[config.mk]
export PLATFORM = sky130hd
export DESIGN_NAME = ram_fifo_ctrl_flat
export DESIGN_NICKNAME = d
export VERILOG_FILES = /design/src/rtl/fifo_pkg.sv /design/src/rtl/ram_fifo_ctrl_if.sv /design/src/rtl/fifo_ptr.sv /design/src/rtl/ram_fifo_ctrl.sv /design/src/flat_wrapper.sv
export SDC_FILE = /design/constraint.sdc
export NUM_CORES = 1
export LEC_CHECK = 0
export BUFFER_PORTS_ARGS = -buffer_cell sky130_fd_sc_hd__buf_2
export CORE_MARGIN = 3
export CORE_UTILIZATION = 40
export DETAILED_ROUTE_END_ITERATION = 10
export PLACE_DENSITY = 0.76
export SETUP_SLACK_MARGIN = 0.15
export SKIP_LAST_GASP = 1
export SYNTH_ARGS = -nofsm -noshare
export SYNTH_HDL_FRONTEND = slang
export SYNTH_SLANG_ARGS = --single-unit
[constraint.sdc]
create_clock -name clk -period 3.8 [get_ports clk]
set_input_delay 0.38 -clock clk [delete_from_list [all_inputs] [get_ports clk]]
set_output_delay 0.38 -clock clk [all_outputs]
set_load 0.01 [all_outputs]
[src/rtl/fifo_pkg.sv]
// Shared sizing for the RAM-backed FIFO: a 16-entry x 8-bit buffer.
// FIFO_CW is the occupancy-count width. It holds 0..FIFO_DEPTH, so it is one bit
// wider than an address.
package fifo_pkg;

  localparam int unsigned FIFO_DEPTH = 16;
  localparam int unsigned FIFO_AW    = 4;
  localparam int unsigned FIFO_DW    = 8;
  localparam int unsigned FIFO_CW    = FIFO_AW + 1;

  typedef logic [FIFO_AW-1:0] fifo_addr_t;
  typedef logic [FIFO_DW-1:0] fifo_data_t;
  typedef logic [FIFO_CW-1:0] fifo_cnt_t;

endpackage

[src/rtl/ram_fifo_ctrl_if.sv]
// Bundles the push/pop request side and the dual-port RAM strobes of ram_fifo_ctrl.
//   slave  : the controller. It takes the requests and RAM read data, and drives
//            the flags and RAM strobes.
//   master : the environment. It is the producer/consumer plus the RAM.
// The optional overflow/underflow flags exist only when FIFO_ERR_FLAGS_EN is defined.
import fifo_pkg::*;

interface ram_fifo_ctrl_if #(
  parameter int unsigned AW = FIFO_AW,
  parameter int unsigned DW = FIFO_DW
);
  logic          push;
  logic [DW-1:0] push_data;
  logic          pop;
  logic [DW-1:0] pop_data;
  logic          pop_valid;
  logic          full;
  logic          empty;
  logic [AW:0]   count;
  logic          ram_rst_n;
  logic          ram_wr_en;
  logic [AW-1:0] ram_wr_addr;
  logic [DW-1:0] ram_wr_data;
  logic          ram_rd_en;
  logic [AW-1:0] ram_rd_addr;
  logic [DW-1:0] ram_rd_data;
`ifdef FIFO_ERR_FLAGS_EN
  logic          overflow;
  logic          underflow;
`endif

  modport slave (
    input  push, push_data, pop, ram_rd_data,
    output pop_data, pop_valid, full, empty, count,
           ram_rst_n, ram_wr_en, ram_wr_addr, ram_wr_data, ram_rd_en, ram_rd_addr
`ifdef FIFO_ERR_FLAGS_EN
    , output overflow, underflow
`endif
  );

  modport master (
    output push, push_data, pop, ram_rd_data,
    input  pop_data, pop_valid, full, empty, count,
           ram_rst_n, ram_wr_en, ram_wr_addr, ram_wr_data, ram_rd_en, ram_rd_addr
`ifdef FIFO_ERR_FLAGS_EN
    , input overflow, underflow
`endif
  );

endinterface

[src/rtl/fifo_ptr.sv]
// AW-bit wrapping pointer register. It wraps from 2**AW-1 to 0 by natural overflow.
//   clk : rising-edge clock
//   rst : synchronous active-high reset, which clears the pointer to 0
//   inc : advance the pointer by one on this edge
//   ptr : current pointer value
module fifo_ptr #(
  parameter int unsigned AW = 4
) (
  input  logic          clk,
  input  logic          rst,
  input  logic          inc,
  output logic [AW-1:0] ptr
);

  always_ff @(posedge clk) begin
    if (rst) begin
      ptr <= '0;
    end else if (inc) begin
      ptr <= ptr + AW'(1);
    end
  end

endmodule

[src/rtl/ram_fifo_ctrl.sv]
// ram_fifo_ctrl: a FIFO controller that makes a 16x8 dual-port RAM with registered
// reads behave as a first-in first-out buffer.
//   clk : rising-edge clock
//   rst : synchronous active-high reset
//   bus : ram_fifo_ctrl_if.slave. It carries the push/pop requests, pop_data and
//         pop_valid, the full/empty/count flags and the RAM strobes.
// With FIFO_ERR_FLAGS_EN defined, the block adds the sticky overflow and underflow
// flags. Only rst clears them.
import fifo_pkg::*;

module ram_fifo_ctrl #(
  parameter int unsigned DEPTH = FIFO_DEPTH,
  parameter int unsigned AW    = FIFO_AW,
  parameter int unsigned DW    = FIFO_DW
) (
  input  logic            clk,
  input  logic            rst,
  ram_fifo_ctrl_if.slave  bus
);

  logic          push_ok;
  logic          pop_ok;
  logic [AW-1:0] wr_ptr;
  logic [AW-1:0] rd_ptr;
  logic [AW:0]   count_q;
  logic [AW:0]   count_d;
  logic          pop_valid_q;
  logic [DW-1:0] wr_data;

  // Flags come straight from the count register, so acceptance never depends on the
  // same-cycle request on the other side.
  assign bus.full  = (count_q == (AW+1)'(DEPTH));
  assign bus.empty = (count_q == '0);
  assign bus.count = count_q;

  assign push_ok = bus.push & ~bus.full;
  assign pop_ok  = bus.pop  & ~bus.empty;

  fifo_ptr #(.AW(AW)) u_wr_ptr (
    .clk (clk),
    .rst (rst),
    .inc (push_ok),
    .ptr (wr_ptr)
  );

  fifo_ptr #(.AW(AW)) u_rd_ptr (
    .clk (clk),
    .rst (rst),
    .inc (pop_ok),
    .ptr (rd_ptr)
  );

  always_comb begin
    count_d = count_q;
    unique case ({push_ok, pop_ok})
      2'b10:   count_d = count_q + (AW+1)'(1);
      2'b01:   count_d = count_q - (AW+1)'(1);
      default: count_d = count_q;
    endcase
  end

  always_ff @(posedge clk) begin
    if (rst) begin
      count_q     <= '0;
      pop_valid_q <= 1'b0;
    end else begin
      count_q     <= count_d;
      pop_valid_q <= pop_ok;
    end
  end

  assign wr_data         = bus.push_data;
  assign bus.ram_rst_n   = ~rst;
  assign bus.ram_wr_en   = push_ok;
  assign bus.ram_wr_addr = wr_ptr;
  assign bus.ram_wr_data = wr_data;
  assign bus.ram_rd_en   = pop_ok;
  assign bus.ram_rd_addr = rd_ptr;
  // The RAM registers its read, so the data lines up with pop_valid without extra staging.
  assign bus.pop_data    = bus.ram_rd_data;
  assign bus.pop_valid   = pop_valid_q;

`ifdef FIFO_ERR_FLAGS_EN
  logic overflow_q;
  logic underflow_q;

  always_ff @(posedge clk) begin
    if (rst) begin
      overflow_q  <= 1'b0;
      underflow_q <= 1'b0;
    end else begin
      if (bus.push && bus.full)  overflow_q  <= 1'b1;
      if (bus.pop  && bus.empty) underflow_q <= 1'b1;
    end
  end

  assign bus.overflow  = overflow_q;
  assign bus.underflow = underflow_q;
`endif

endmodule

[src/flat_wrapper.sv]
// flat-port wrapper written by rule: the top's interface ports become plain ports
module ram_fifo_ctrl_flat 
#(
  parameter int unsigned DEPTH = FIFO_DEPTH,
  parameter int unsigned AW    = FIFO_AW,
  parameter int unsigned DW    = FIFO_DW
)
  (clk, rst, bus_push, bus_push_data, bus_pop, bus_ram_rd_data, bus_pop_data, bus_pop_valid, bus_full, bus_empty, bus_count, bus_ram_rst_n, bus_ram_wr_en, bus_ram_wr_addr, bus_ram_wr_data, bus_ram_rd_en, bus_ram_rd_addr);
  ram_fifo_ctrl_if #(.AW(AW), .DW(DW)) bus_i ();
  input  logic clk;
  input  logic rst;
  input wire logic [$bits(bus_i.push)-1:0] bus_push;
  input wire logic [$bits(bus_i.push_data)-1:0] bus_push_data;
  input wire logic [$bits(bus_i.pop)-1:0] bus_pop;
  input wire logic [$bits(bus_i.ram_rd_data)-1:0] bus_ram_rd_data;
  output wire logic [$bits(bus_i.pop_data)-1:0] bus_pop_data;
  output wire logic [$bits(bus_i.pop_valid)-1:0] bus_pop_valid;
  output wire logic [$bits(bus_i.full)-1:0] bus_full;
  output wire logic [$bits(bus_i.empty)-1:0] bus_empty;
  output wire logic [$bits(bus_i.count)-1:0] bus_count;
  output wire logic [$bits(bus_i.ram_rst_n)-1:0] bus_ram_rst_n;
  output wire logic [$bits(bus_i.ram_wr_en)-1:0] bus_ram_wr_en;
  output wire logic [$bits(bus_i.ram_wr_addr)-1:0] bus_ram_wr_addr;
  output wire logic [$bits(bus_i.ram_wr_data)-1:0] bus_ram_wr_data;
  output wire logic [$bits(bus_i.ram_rd_en)-1:0] bus_ram_rd_en;
  output wire logic [$bits(bus_i.ram_rd_addr)-1:0] bus_ram_rd_addr;
  assign bus_i.push = bus_push;
  assign bus_i.push_data = bus_push_data;
  assign bus_i.pop = bus_pop;
  assign bus_i.ram_rd_data = bus_ram_rd_data;
  assign bus_pop_data = bus_i.pop_data;
  assign bus_pop_valid = bus_i.pop_valid;
  assign bus_full = bus_i.full;
  assign bus_empty = bus_i.empty;
  assign bus_count = bus_i.count;
  assign bus_ram_rst_n = bus_i.ram_rst_n;
  assign bus_ram_wr_en = bus_i.ram_wr_en;
  assign bus_ram_wr_addr = bus_i.ram_wr_addr;
  assign bus_ram_wr_data = bus_i.ram_wr_data;
  assign bus_ram_rd_en = bus_i.ram_rd_en;
  assign bus_ram_rd_addr = bus_i.ram_rd_addr;
  ram_fifo_ctrl #(.DEPTH(DEPTH), .AW(AW), .DW(DW)) u_core (.clk(clk), .rst(rst), .bus(bus_i));
endmodule
* Word-level counts from Yosys, hierarchy flattened
Index checks and enable logic that the tools add are counted.
** Storage, ports and cells
- Register bits after elaboration :: 14
- Bits in latches :: 0
- Bits in writable memories :: 0
- ROM bits :: 0
- Output and inout port bits :: 35
- Logic and storage cells :: 19
- Memories kept :: 0
** Cells by class
- Add/subtract/negate cells :: 4
- $mul :: 0
- Divide/modulo/power cells :: 0
- $lt $le $gt $ge :: 0
- Equal/unequal tests :: 3
- Shift operators :: 0
- Muxes and demuxes :: 1
- Bitwise operators :: 5
- Reduce and logical (&&, ||, !) cells :: 2
** Operators by type and width (number)
- 5-bit one-hot mux with 2 select lines :: 1
- 4-bit by 1-bit adder with 4-bit output (second input constant) :: 2
- 5-bit by 1-bit adder with 5-bit output (second input constant) :: 1
- 5-bit equality test (second input constant) :: 1
- 5-bit logical NOT :: 1
- 5-bit by 1-bit subtractor with 5-bit output (second input constant) :: 1
- 1-bit NOT :: 3
- 1-bit bitwise AND :: 2
- 2-bit by 1-bit equality test with 1-bit output (second input constant) :: 1
- 2-bit equality test (second input constant) :: 1
- 2-bit nonzero test :: 1

* Longest topological paths before layout
- Depth after elaboration :: 5
- Mapped depth :: 10

* By module
From an unflattened synthesis, not the netlist that was laid out.
** Unflattened totals
- Cell total of the unflattened synthesis :: 95
- Area total of the unflattened synthesis :: 878.3 sq um
** By module, submodules not included
- ram_fifo_ctrl :: instances 1, cells each 63, area each 520.5 sq um, sequential area each 120.1 sq um
- fifo_ptr :: instances 2, cells each 16, area each 178.9 sq um, sequential area each 80.1 sq um

* Least setup slack after synthesis
Ideal clock, no wire load.
- Path type :: flip-flop to flip-flop
- From :: reg u_core.count_q[0], in the netlist u_core.bus.count[0]
- To :: reg u_core.count_q[4], in the netlist u_core.bus.count[4]
- Setup time :: 0.121 ns
- Data arrival time :: 2.660 ns
- Required time :: 3.679 ns
- Setup slack :: 1.019 ns
- Cell stages (with the launch flop) :: 10
- Clock period less this slack :: 2.781 ns
- Cells stage by stage :: dfxtp_1 > or4_4 > o21ai_4 > inv_1 > ha_1 > ha_1 > or2_2 > o22ai_1 > mux2i_1 > mux2_2
** On the way
- Cells in the longest elaborated chain, start to end :: 5
** RTL lines
- from (decl) :: line ram_fifo_ctrl.sv:25 : logic [AW:0] count_q;
- from (signal assigned) :: line ram_fifo_ctrl.sv:67 : count_q <= count_d;
- 5-bit logical NOT * :: line ram_fifo_ctrl.sv:33 : assign bus.empty = (count_q == '0);
- 1-bit NOT * :: line ram_fifo_ctrl.sv:37 : assign pop_ok = bus.pop & ~bus.empty;
- 1-bit bitwise AND * :: line ram_fifo_ctrl.sv:37
- via bus_ram_rd_en :: line flat_wrapper.sv:25 : output wire logic [$bits(bus_i.ram_rd_en)-1:0] bus_ram_rd_en;
- 2-bit by 1-bit equality test with 1-bit output / 2-bit equality test (equally long branches) :: line ram_fifo_ctrl.sv:55 : unique case ({push_ok, pop_ok})
- 5-bit one-hot mux with 2 select lines / 2-bit nonzero test (equally long branches)
The timed path passes the listed nets; every way through them passes the cells marked *.
A chain may end at the register's enable or synchronous reset.

* Final worst setup path
- From :: reg u_core.count_q[0], in the netlist u_core.bus.count[0]
- To :: reg u_core.count_q[4], in the netlist u_core.bus.count[4]
** On the way
- Cells in the longest elaborated chain, start to end :: 5
** RTL lines (line)
- 5-bit equality test / 5-bit logical NOT (equally long branches) :: ram_fifo_ctrl.sv:32, ram_fifo_ctrl.sv:33
- 1-bit NOT, on equally long branches :: ram_fifo_ctrl.sv:36, ram_fifo_ctrl.sv:37
- 1-bit bitwise AND, on equally long branches :: ram_fifo_ctrl.sv:36, ram_fifo_ctrl.sv:37
- 2-bit by 1-bit equality test with 1-bit output / 2-bit equality test (equally long branches) :: ram_fifo_ctrl.sv:55
- 5-bit one-hot mux with 2 select lines / 2-bit nonzero test (equally long branches)
Several ways; a longest one is shown, not always the timed one.

==> flow_summary.yaml <==
status:
  status: "finished clean"
logic_synthesis:
  synth.distinct_cells: 28
  seq_area_frac_synth: 0.320
  ys_warn_count: 0
  netlist_area_sq_um: 876
  avgSynthCellArea_sq_um: 8.76
  synthCells: 100
  ys_ff_latch: 14
  synth_nets: 127
route:
  wl_per_cell_um: 12.5
  detail-route-antenna-nets: 0
  dr.pass1.iters: 4
  via_per_inst: 4.96
  drt_first_iter_violations: 4
  vias: 664
  wl_um: 1680
  drc: 0
clock_tree:
  path_clk_slew_ns: 0.08
  insertion_delay_ns: 0.29
  tritoncts: "yes"
  numClockSinks: 14
  hold_buffers: 0
  clockBufferDepth: 2
  postCtsSetupBuffers: 0
  cts-resized-gates: 0
  numCtsBuffers: 3
  root_buffer: "clkbuf_4"
  cts_max_level: 1
sta:
  period_share: 0.762
  slew_viol_final: 0
  finalWorstSetupSlack_ns: 0.903
  setup_viol: 0
  tightest_slew_ns: 0.526
  clock_skew_ns: 0.00129
  rsz0062_at_grt: "false"
  tns_ns: 0
  fmax_mhz: 345
  period_needed_ns: 2.90
  slew_headroom: 0.646
  hold_viol: 0
pwr:
  p_leak_uw: 0.000470
  peakVddDrop_uv: 357
  p_seq_frac: 0.330
  internal_power_uw: 400
  switchingPower_uw: 301
  p_clk_frac: 0.157
  p_total_uw: 701
  powerDensity_mw_per_mm2: 759
  p_comb_frac: 0.514
  swShare: 0.430
placement:
  place_area_sq_um: 887
  pre_cts_ws_ns: 0.938
  hpwl_um: 1270
  place.gp.congestion: 0.744
  io_buffers: 22
grt:
  track_usage: 0.140
  grt_pass1_vias: 665
  grt_first_pass_wirelength_um: 2780
  grt_overflow: 0
  grt_use_met1: 0.136
  grt_start_max_net_pins: 16
  use_met2: 0.225
  grt_busiest_layer: "met2"
  met3_usage: 0.0655
  antenna_found_initial: 0
floorplanning:
  dieWidth_um: 52.8
  initial_utilization: 0.433
  dieArea_sq_mm: 0.00279
  coreArea_sq_mm: 0.00202
  ioPinCount: 55
  rows: 16
  fp.dieH_um: 52.8
worst_setup_path:
  crit_path_end_kind: "register"
  crit_required_ns: 3.99
  crit_path_max_fanout: 6
  critPathArrivalTime_ns: 3.08
  start_kind: "register"
  crit_type: "register to register"
final_layout:
  final_common_cell: "buf_2"
  antenna_cells: 0
  final_cell_mix: "buf_2 (22), nor2_1 (16), dfxtp_1 (14), inv_1 (8), ha_1 (6)"
  drive_gt1_frac: 0.290
  finalInstanceArea_sq_um: 923
  nets: 135
  area_delta_synth_final_pct: 5.43
  fin_util: 0.457
min_path:
  hold_class: "primary input to register"
run:
  cap_violations: 0
-- routing by layer --
| layer | routed length (um) | vias up | share of wire |
|---|---|---|---|
| met1 | 697 | 292 | 0.41 |
| met2 | 757 | 27 | 0.45 |
| li1 | - | 330 | - |
| met3 | 174 | 15 | 0.10 |
| met5 | 0 | - | 0 |
| met4 | 51 | 0 | 0.030 |
-- power by group through the flow --
stage / clock [uW] / combinational (uW) / sequential (uW)
3_3_place_gp: 0 / 350 / 229
6_report: 110 / 360 / 231
5_1_grt: 121 / 404 / 236
2_1_floorplan: 0 / 265 / 235
3_5_place_dp: 0 / 360 / 233
4_1_cts: 116 / 363 / 230
-- synthesized netlist by cell type --
master / count / area, sq um
nand3_1: 2 / 10.0
inv_1: 8 / 30.0
a21o_2: 1 / 8.76
clkbuf_1: 2 / 7.51
or4_4: 1 / 11.3
dfxtp_1: 14 / 280
o22ai_1: 1 / 6.26
nor3_1: 2 / 10.0
ha_1: 6 / 75.1
a311o_1: 1 / 10.0
xnor2_1: 3 / 26.3
o211ai_1: 1 / 7.51
buf_4: 16 / 120
mux2_2: 1 / 11.3
nor2b_1: 3 / 18.8
mux2i_1: 3 / 30.0
xor2_1: 3 / 26.3
fa_1: 1 / 20.0
and4b_1: 1 / 10.0
clkbuf_2: 1 / 5.00
a21oi_1: 4 / 20.0
or2_2: 1 / 6.26
o21a_1: 2 / 15.0
o21ai_4: 1 / 16.3
nor4_1: 2 / 12.5
nor2_1: 16 / 60.1
and2_1: 1 / 6.26
a211oi_1: 2 / 15.0
-- metrics by stage --
step                instances  hold slack, ns
finish                    134           0.393
detailed placement        130           0.510
global route              134           0.396
CTS                       134           0.386
global placement          130           0.497
floorplan                 100           0.452
-- path summary, 6_finish.rpt --
kind	from	end	slack, ns	depth (start not counted)
worst max register to register	u_core.bus.count[0]	u_core.bus.count[4]	0.90	10
worst min-delay path	bus_pop	u_core.bus.pop_valid	0.39	3
worst max-delay path	u_core.bus.count[0]	u_core.bus.count[4]	0.90	10
worst min register to register	u_core.u_wr_ptr.ptr[3]	u_core.u_wr_ptr.ptr[3]	0.54	2
-- final cells by class --
cell class	instances	area (sq um)
clock buffers	4	36.3
fillers	214	1100
inverters	8	30.0
well taps	27	33.8
multi-input cells	59	433
flip-flops and latches	14	280
repair buffers	22	110
-- kinds of logic (layout without fill, tap and decap cells) --
| group | count (synthesis) | in the layout | synth area share |
|---|---|---|---|
| AOI/OAI and AO/OA | 13 | 13 | 0.113 |
| DFF | 14 | 14 | 0.320 |
| muxes | 4 | 4 | 0.0471 |
| xor gates and xnor gates | 6 | 6 | 0.0600 |
| buffers and inverters | 27 | 34 | 0.186 |
| and+or+nand+nor | 29 | 29 | 0.166 |
| adders and majority gates | 7 | 7 | 0.109 |
-- sequential cells by signal, indices dropped and copies added, names as in the netlist --
| signal | cells |
|---|---|
| u_core.bus.count | 5 |
| u_core.u_rd_ptr.ptr | 4 |
| u_core.u_wr_ptr.ptr | 4 |
| u_core.bus.pop_valid | 1 |
-- critical path: stages, from the launching register on --
cell and delay, ns:
dfxtp_1 0.38, nor4_1 0.53, a21oi_1 0.25, inv_1 0.10
ha_1 0.25, inv_1 0.11, fa_1 0.39, nor2b_1 0.17
o22ai_1 0.12, mux2i_1 0.17, mux2_2 0.34
(Power assumes the default switching activity.)
